--- src/rtl/undet_pkg.sv ---
// Shared defaults and token types for the undet_sched round-robin scheduler.
package undet_pkg;
  localparam int W_DEF    = 8;
  localparam int NREQ_DEF = 4;
  localparam int LAT_DEF  = 3;
  localparam int ID_W     = $clog2(NREQ_DEF);

  typedef logic [ID_W-1:0] id_t;

  typedef struct packed {
    logic v;
    id_t  id;
  } tok_t;
endpackage

--- src/rtl/undet_sched_if.sv ---
// Requester and response channels of undet_sched.
// Handshake: a transfer happens at a rising edge where valid and ready are both
// high; the producer holds data stable while valid is high and ready is low.
interface undet_sched_if #(
  parameter int W    = undet_pkg::W_DEF,
  parameter int NREQ = undet_pkg::NREQ_DEF
) ();
  logic [NREQ-1:0]         req_valid;
  logic [NREQ*W-1:0]       req_data;
  logic [NREQ-1:0]         req_ready;
  logic                    resp_valid;
  logic                    resp_ready;
  logic [$clog2(NREQ)-1:0] resp_id;
  logic [W-1:0]            resp_data;

  modport master (
    output req_valid, req_data, resp_ready,
    input  req_ready, resp_valid, resp_id, resp_data
  );

  modport slave (
    input  req_valid, req_data, resp_ready,
    output req_ready, resp_valid, resp_id, resp_data
  );
endinterface

--- src/rtl/undet_rr_arb.sv ---
// Rotating-priority arbiter: searches from ptr upward (mod N), grants only when
// the caller says the pipeline advances, and moves ptr past the winner.
module undet_rr_arb import undet_pkg::*; #(
  parameter int N = NREQ_DEF
) (
  input  logic                 clk,
  input  logic                 rst,
  input  logic [N-1:0]         valid,
  input  logic                 advance,
  output logic [N-1:0]         grant,
  output logic [$clog2(N)-1:0] idx,
  output logic                 any
);
  localparam int IDW = $clog2(N);

  logic [IDW-1:0] ptr;
  logic           found;
  int             cand;

  always_comb begin
    grant = '0;
    idx   = '0;
    found = 1'b0;
    cand  = 0;
    // Walk offsets from farthest to nearest so the nearest valid one wins.
    for (int k = N - 1; k >= 0; k--) begin
      cand = int'(ptr) + k;
      if (cand >= N) cand = cand - N;
      if (valid[IDW'(cand)]) begin
        idx   = IDW'(cand);
        found = 1'b1;
      end
    end
    any = found & advance;
    if (any) grant[idx] = 1'b1;
  end

  always_ff @(posedge clk) begin
    if (!rst) begin
      ptr <= '0;
    end else if (any) begin
      ptr <= (idx == IDW'(N - 1)) ? '0 : idx + 1'b1;
    end
  end
endmodule

--- src/rtl/undet_sched.sv ---
// Shares an enable-gated datapath among NREQ requesters; a token pipeline of
// LAT stages tags each issued operand so its r3 result returns with its id.
module undet_sched import undet_pkg::*; #(
  parameter int W    = W_DEF,
  parameter int NREQ = NREQ_DEF,
  parameter int LAT  = LAT_DEF
) (
  input  logic         clk,
  input  logic         rst,
  undet_sched_if.slave bus,
  output logic [W-1:0] dp_d,
  output logic         dp_en,
  input  logic [W-1:0] dp_r3,
  output logic         busy
);
  localparam int IDW = $clog2(NREQ);

  tok_t            pipe [LAT];
  logic            stall;
  logic            advance;
  logic            any;
  logic [NREQ-1:0] grant;
  logic [IDW-1:0]  idx;

  // A held response freezes tokens, pointer and datapath together.
  assign stall   = pipe[LAT-1].v & ~bus.resp_ready;
  assign advance = ~stall & rst;

  undet_rr_arb #(.N(NREQ)) u_arb (
    .clk     (clk),
    .rst     (rst),
    .valid   (bus.req_valid),
    .advance (advance),
    .grant   (grant),
    .idx     (idx),
    .any     (any)
  );

  assign bus.req_ready  = grant;
  assign dp_en          = advance;
  assign dp_d           = any ? bus.req_data[idx*W +: W] : '0;
  assign bus.resp_valid = pipe[LAT-1].v;
  assign bus.resp_id    = pipe[LAT-1].id;
  assign bus.resp_data  = dp_r3;

  always_comb begin
    busy = 1'b0;
    for (int k = 0; k < LAT; k++) busy = busy | pipe[k].v;
  end

  // Bubbles carry id 0 so resp_id reads 0 whenever nothing is valid.
  always_ff @(posedge clk) begin
    if (!rst) begin
      for (int k = 0; k < LAT; k++) pipe[k] <= '0;
    end else if (advance) begin
      pipe[0].v  <= any;
      pipe[0].id <= any ? id_t'(idx) : id_t'(0);
      for (int k = 1; k < LAT; k++) pipe[k] <= pipe[k-1];
    end
  end
endmodule

--- src/flat_wrapper.sv ---
// flat-port wrapper written by rule: the top's interface ports become plain ports
module undet_sched_flat import undet_pkg::*;
#(
  parameter int W    = W_DEF,
  parameter int NREQ = NREQ_DEF,
  parameter int LAT  = LAT_DEF
)
  (clk, rst, dp_d, dp_en, dp_r3, busy, bus_req_valid, bus_req_data, bus_resp_ready, bus_req_ready, bus_resp_valid, bus_resp_id, bus_resp_data);
  undet_sched_if #(.W(W), .NREQ(NREQ)) bus_i ();
  input  logic clk;
  input  logic rst;
  output logic [W-1:0] dp_d;
  output logic dp_en;
  input  logic [W-1:0] dp_r3;
  output logic busy;
  input wire logic [$bits(bus_i.req_valid)-1:0] bus_req_valid;
  input wire logic [$bits(bus_i.req_data)-1:0] bus_req_data;
  input wire logic [$bits(bus_i.resp_ready)-1:0] bus_resp_ready;
  output wire logic [$bits(bus_i.req_ready)-1:0] bus_req_ready;
  output wire logic [$bits(bus_i.resp_valid)-1:0] bus_resp_valid;
  output wire logic [$bits(bus_i.resp_id)-1:0] bus_resp_id;
  output wire logic [$bits(bus_i.resp_data)-1:0] bus_resp_data;
  assign bus_i.req_valid = bus_req_valid;
  assign bus_i.req_data = bus_req_data;
  assign bus_i.resp_ready = bus_resp_ready;
  assign bus_req_ready = bus_i.req_ready;
  assign bus_resp_valid = bus_i.resp_valid;
  assign bus_resp_id = bus_i.resp_id;
  assign bus_resp_data = bus_i.resp_data;
  undet_sched #(.W(W), .NREQ(NREQ), .LAT(LAT)) u_core (.clk(clk), .rst(rst), .bus(bus_i), .dp_d(dp_d), .dp_en(dp_en), .dp_r3(dp_r3), .busy(busy));
endmodule
--- config.mk ---
export PLATFORM = sky130hd
export DESIGN_NAME = undet_sched_flat
export DESIGN_NICKNAME = d
export VERILOG_FILES = /design/src/rtl/undet_pkg.sv /design/src/rtl/undet_sched_if.sv /design/src/rtl/undet_rr_arb.sv /design/src/rtl/undet_sched.sv /design/src/flat_wrapper.sv
export SDC_FILE = /design/constraint.sdc
export NUM_CORES = 1
export LEC_CHECK = 0
export BUFFER_PORTS_ARGS = -buffer_cell sky130_fd_sc_hd__buf_2
export CAP_MARGIN = 20
export CORE_ASPECT_RATIO = 1.75
export CORE_MARGIN = 2
export CORE_UTILIZATION = 41
export CTS_BUF_LIST = sky130_fd_sc_hd__clkbuf_2
export DETAILED_ROUTE_END_ITERATION = 16
export MAX_ROUTING_LAYER = met4
export PLACE_DENSITY_LB_ADDON = 0.05
export SYNTH_ARGS = -nofsm -noshare
export SYNTH_HDL_FRONTEND = slang
export SYNTH_SLANG_ARGS = --single-unit
--- constraint.sdc ---
create_clock -name clk -period 2.9 [get_ports clk]
set_clock_uncertainty 0.2 [all_clocks]
set_input_delay 0.87 -clock clk [delete_from_list [all_inputs] [get_ports clk]]
set_output_delay 0.87 -clock clk [all_outputs]
set_load 0.03 [all_outputs]
=== After elaboration in Yosys (flattened, before gate mapping) ===
Memories as Yosys holds them, arrays and structs flattened.
Cells that the tools add are included.

* Flip-flop bits (word level): 2
* Bits in latches: 0
* Bits in writable memories: 9
* Bits in read-only memories: 0
* Input bits: 47
* Memories kept: 1

{| class="wikitable"
|+ Memories
! memory !! words !! width !! read ports !! clocked after memory_dff !! write ports !! RTL line !! source
|-
| u_core.pipe || 3 || 3 || 3 || 0 || 3 || undet_sched.sv:18 || <nowiki>tok_t pipe [LAT];</nowiki>
|}

* $add $sub $neg: 8
* $mul: 0
* Divide/modulo/power cells: 0
* $lt $le $gt $ge: 10
* Eq/ne operators: 1
* Shift-type cells: 1
* Muxes and demuxes: 38
* Bitwise logic cells: 11
* Reductions and logical operators: 1

{| class="wikitable"
|+ Operator list
! kind !! count
|-
| 32-bit by 6-bit indexed part select with 8-bit output || 1
|-
| 2-bit 2-to-1 mux || 11
|-
| 1-bit 2-to-1 mux || 18
|-
| 2-bit by 4-bit < comparator with 1-bit output, second input constant || 4
|-
| 3-bit greater-or-equal comparator, second input constant || 3
|-
| 1-bit binary-select mux with 2-bit select || 4
|-
| 8-bit 2-to-1 mux || 1
|-
| 2-bit by 1-bit subtractor with 2-bit output, second input constant || 4
|-
| 2-bit by 2-bit adder with 3-bit output, second input constant || 2
|-
| 3-bit 2-to-1 mux || 2
|-
| 1-bit bitwise OR || 6
|-
| 4-bit 2-to-1 mux || 1
|-
| 2-bit by 1-bit adder with 3-bit output, second input constant || 1
|-
| 1-bit bitwise AND || 3
|-
| 2-bit by 3-bit greater-or-equal comparator with 1-bit output, second input constant || 1
|-
| 2-bit by 3-bit < comparator with 1-bit output, second input constant || 1
|-
| 2-bit by 1-bit adder with 2-bit output, second input constant || 1
|-
| 1-bit demux with 2-bit select || 1
|-
| 2-bit == test, second input constant || 1
|-
| 2-bit by 1-bit greater-or-equal comparator with 1-bit output, second input constant || 1
|-
| 1-bit inverter || 2
|-
| 1-bit logical AND || 1
|}

=== Longest topological paths before layout ===
* Depth in word-level cells: 15
* Depth in mapped cells: 8
* Mapped depth without buffers: 6

=== Modules after synthesis ===
A second synthesis with hierarchy kept.

* Cell total of the unflattened synthesis: 95
* Area total of the unflattened synthesis: 984.7 µm²

{| class="wikitable"
|+ By module, submodules not included
! module !! times used !! cells an instance !! area an instance (µm²)
|-
| undet_sched || 1 || 63 || 714.4
|-
| undet_rr_arb || 1 || 32 || 270.3
|}

=== Worst setup path before layout ===
No wires, ideal clock.

* Path kind: in2out
* From: in bus_resp_ready
* To: out dp_d[0]
* Arrival: 2,218 ps
* Slack: -388 ps
* Cell stages on the path: 6
* Buffers on the path: 1
* Cell sequence: inv_1 -> a21boi_4 -> o41a_1 -> buf_6 -> nand2_2 -> o22ai_1

* Cells in the longest elaborated chain, start to end: 6

{| class="wikitable"
|+ Ends and longest elaborated chain
! element !! RTL line !! source
|-
| start: declaration || flat_wrapper.sv:18 || <nowiki>input wire logic [$bits(bus_i.resp_ready)-1:0] bus_resp_ready;</nowiki>
|-
| 1-bit inverter || undet_sched.sv:26 || <nowiki>assign stall = pipe[LAT-1].v & ~bus.resp_ready;</nowiki>
|-
| 1-bit bitwise AND || undet_sched.sv:26 ||
|-
| 1-bit inverter || undet_sched.sv:27 || <nowiki>assign advance = ~stall & rst;</nowiki>
|-
| 1-bit bitwise AND || undet_sched.sv:27 ||
|-
| named net dp_en || flat_wrapper.sv:13 || <nowiki>output logic dp_en;</nowiki>
|-
| 1-bit bitwise AND || undet_rr_arb.sv:34 || <nowiki>any = found & advance;</nowiki>
|-
| 8-bit 2-to-1 mux || undet_sched.sv:41 || <nowiki>assign dp_d = any ? bus.req_data[idx*W +: W] : '0;</nowiki>
|-
| end: declaration || flat_wrapper.sv:12 || <nowiki>output logic [W-1:0] dp_d;</nowiki>
|}

The timed path passes the listed nets, and every way through them passes these cells.

=== Final worst setup path ===
* From: in bus_req_valid[1]
* To: out dp_d[7]

* Cells in the longest elaborated chain, start to end: 9
* Elaborated cells on any way between the ends: 23
* Classes of those cells: 1 x shift; 21 x mux; 1 x bitwise

{| class="wikitable"
|+ Ends and longest elaborated chain
! element !! RTL line !! source
|-
| start: declaration || flat_wrapper.sv:16 || <nowiki>input wire logic [$bits(bus_i.req_valid)-1:0] bus_req_valid;</nowiki>
|-
| 1-bit binary-select mux with 2-bit select || undet_rr_arb.sv:29 || <nowiki>if (valid[IDW'(cand)]) begin</nowiki>
|-
| 1-bit 2-to-1 mux (implied by the code) (2 in a row) || undet_rr_arb.sv:29 ||
|-
| 2-bit 2-to-1 mux / 1-bit 2-to-1 mux (equally long branches) (4 in a row) || undet_rr_arb.sv:29 ||
|-
| 32-bit by 6-bit indexed part select with 8-bit output / 1-bit bitwise AND (equally long branches) || undet_sched.sv:41, undet_rr_arb.sv:34 ||
|-
| 8-bit 2-to-1 mux * || undet_sched.sv:41 ||
|}

Every way passes the cells marked *; elsewhere a longest branch is shown, timed or not. The select of a mux whose other input is x is not followed.

==> key figures <==
Power
  – Worst vdd ir: 0.000267 V
  – Net load switching power: 285 uW
  – Internal power of the cells: 443 uW
  – Share of total power in combinational logic: 60.7%
  – Flop pwr share: 27.6%
  – Clk network pwr share: 11.7%
  – Power density of the placed cells: 446 nW/um^2
  – Leakage: 0.000717 uW
  – Sw Ratio: 39.1%

Logic synthesis
  – Proportion of synthesized chip area in sequential cells: 33.3%
  – Average cell area after synthesis: 10.6 um^2
  – Count of unique library cells instantiated by Yosys: 27
  – Syn. warnings: 0
  – Number of cells produced by synthesis: 88
  – Post-synthesis sequential element count: 11
  – Flip-flop cell with the highest count after synthesis: edfxtp_1
  – Async set-reset flop share out of synthesis: 0%
  – Summed instance area of the synthesized netlist: 932 um^2
  – Number of synthesized flops with an enable pin: 9
  – Synth Net Count: 139

Route
  – Number of optimization iterations in the first detailed-route pass: 4
  – Antenna viol nets, final: 0
  – Overall via count from detail_route: 886
  – Routed WL per cell: 14.0 um
  – Violation count after the first detailed-routing iteration: 7
  – Ratio of routed vias to standard cells: 5.18
  – Total wirelength of the detailed-routed design: 2.40 mm
  – Remaining routing DRC violations: 0

CTS
  – CTS tree: yes
  – Insertion delay of the later-clocked pin in the worst-skew pair: 0.25 ns
  – Total CTS buffers: 3
  – Maximum level of the CTS H-tree: 1
  – Number of buffers on the longest clock path: 2
  – Clock slew seen by the registers of the worst setup and hold paths: 0.10 ns
  – Library cell used as clock root buffer: clkbuf_2
  – TritonCTS Sinks: 11

Global route
  – Largest net degree at the start of global routing: 21
  – Number of global-route vias before repair: 839
  – Global Route Usage Sum: 18.4%
  – Wire length of the first global-routing pass: 3.35 mm
  – Antenna violations before repair: 0
  – Grt total ovfl: 0

Critical path
  – Slowest library cell on the worst path: mux2i_2
  – Reg-to-Reg End: u_core.u_arb.ptr[1]
  – Delay of the slowest cell on the worst path: 0.28 ns
  – Required time worst endpoint: 1.83 ns
  – Delay-heaviest family, CP: buffers and inverters
  – Startpoint of the worst register-to-register path: u_core.u_arb.ptr[1]
  – R2R depth: 7
  – R2R setup slack: 1.03 ns
  – Crit start category: primary input
  – Kind of capture point of the worst setup path: primary output
  – Buffers and inverters on the worst path: 3
  – Maximum fanout encountered on the critical timing path: 10
  – Critical path cell sequence: buf_8 > nand3b_1 > a2bb2oi_4 > buf_12 > mux2i_2 > o22ai_4 > buf_2
  – Setup Crit Path Kind: in -> out
  – WP data arrival: 2.18 ns

STA
  – Worst Hold Margin: 0.320 ns
  – Setup repair after global routing missed its margin: yes
  – Transition time at the pin with the least slew margin: 0.437 ns
  – Slew Limit Fails: 0
  – # setup viols final: 12
  – Post-route worst setup slack: -0.351 ns
  – F_max: 0.308 GHz
  – Post-route clock period utilization: 112%
  – Count of final hold-check violations: 0
  – Relative slew margins: 70.8%
  – Final critical path time including I/O delays and setup: 3.25 ns

Final layout
  – Commonest non-fill, non-tap cell in the layout: buf_2
  – Synth-to-Final Area Change: 75.0%
  – Utilization of the core after routing: 77.0%
  – Design area: 1630 um^2
  – Fraction of final layout cells with drive strength greater than 1: 76.2%
  – Number of nets in the layout: 199
  – Commonest non-fill, non-tap cells in the layout: 47 x buf_2, 9 x mux2i_2, 9 x buf_4, 9 x edfxtp_1, 8 x o22ai_4
  – Final-layout fill cell count: 133
  – Antenna diode count: 0

Placed design
  – Weighted congestion at the end of routability-driven global placement: 0.716
  – Cell area after placement: 1340 um^2
  – DPL Wire Length: 1.64 mm
  – Pre-CTS setup slack: -0.360 ns
  – Port buffer count: 55

Floorplanning
  – Area of the die: 2690 um^2
  – Chip Width: 40.0 um
  – Initial Utilization: 44.0%
  – Overall die height: 67.1 um
  – Placeable core region: 2120 um^2
  – Number of rows created at floorplan: 22
  – Count of boundary I/O pins: 72

Run
  – Number of max-cap violations: 0

Run status
  – Failing checks: negative setup slack
  – Result of the run: complete, but fails checks

Hold path
  – Min-Delay Path Class: reg -> reg
  – Depth of the worst hold-timing path: 2
  – Min-Delay Startpoint: u_core.u_arb.ptr[0]
  – Hold Path End: u_core.u_arb.ptr[0]
-- cell usage after synthesis (3+ instances only) --
| master | count | share of area, % |
|---|---|---|
| and2_1 | 10 | 6.7 |
| buf_4 | 10 | 8.1 |
| edfxtp_1 | 9 | 29 |
| ha_1 | 4 | 5.4 |
| inv_1 | 3 | 1.2 |
| mux2i_1 | 18 | 19 |
| o22ai_1 | 8 | 5.4 |
-- cell families after synthesis --
kind of cell    count (synthesis)  synth area share, %
compound gates                 15                 12.8
fa+ha+maj                       4                 5.37
buf+inv                        18                 14.6
flops                          11                 33.3
mux                            18                 19.3
simple gates                   22                 14.6
-- sequential cells by signal, summed over array words and instances (netlist names) --
signal and count:
u_core.pipe 9, u_core.u_arb.ptr 2
-- routing by layer --
metal	track usage [%]	wire, um
met2	33.1	1420
met4	9.05	33
met3	1.00	133
met5	-	0
met1	18.5	809
-- how the worst max path moves through the flow --
stage,cells past startpoint,from,to
floorplan,5,rst,dp_d[0]
global placement,7,bus_req_valid[1],dp_d[2]
detailed placement,7,bus_req_valid[1],bus_req_ready[1]
CTS,7,bus_req_valid[1],dp_d[6]
global route,7,bus_req_valid[1],dp_d[0]
finish,7,bus_req_valid[1],dp_d[7]
-- worst reg2reg max path, cell delays in order, from the launching register on --
cell,delay [ns]
dfxtp_1,0.55
mux2i_1,0.23
nor2_1,0.09
nor3_4,0.17
buf_4,0.16
ha_4,0.19
mux2i_1,0.13
nor2b_1,0.07
-- final cells by class --
cell class                 count  area, um^2  area share [%]
clock buffer                   4        20.0            1.23
sequential                    11         310            19.0
timing repair buffer          68         477            29.2
inverter                       5        21.3            1.30
multi-input combinational     59         773            47.4
tap                           24        30.0            1.84
-- stage by stage --
stage | setup TNS [ns] | std cells | power, uW
final | -3.81 | 171 | 727
after CTS | -3.81 | 166 | 649
after detailed placement | -3.90 | 162 | 538
after floorplan | -1.25 | 88 | 479
after global routing | -4.33 | 171 | 759
after global placement | -3.35 | 162 | 531
-- power groups by stage --
stage / logic [uW] / registers [uW] / clock network [uW]
after floorplan: 277 / 201 / 0
after global placement: 329 / 201 / 0
after detailed placement: 336 / 202 / 0
after CTS: 363 / 199 / 87.7
after global routing: 465 / 203 / 91.2
final: 441 / 201 / 85.2
-- what timing repair did --
action	in CTS	in global routing
pin swaps	0	4
hold endpoints to repair	0	0
cloned	0	2
setup endpoints to repair	12	12
hold buffers	0	0
resized for setup	16	36
setup buffers	0	3
(Power assumes the default switching activity.)
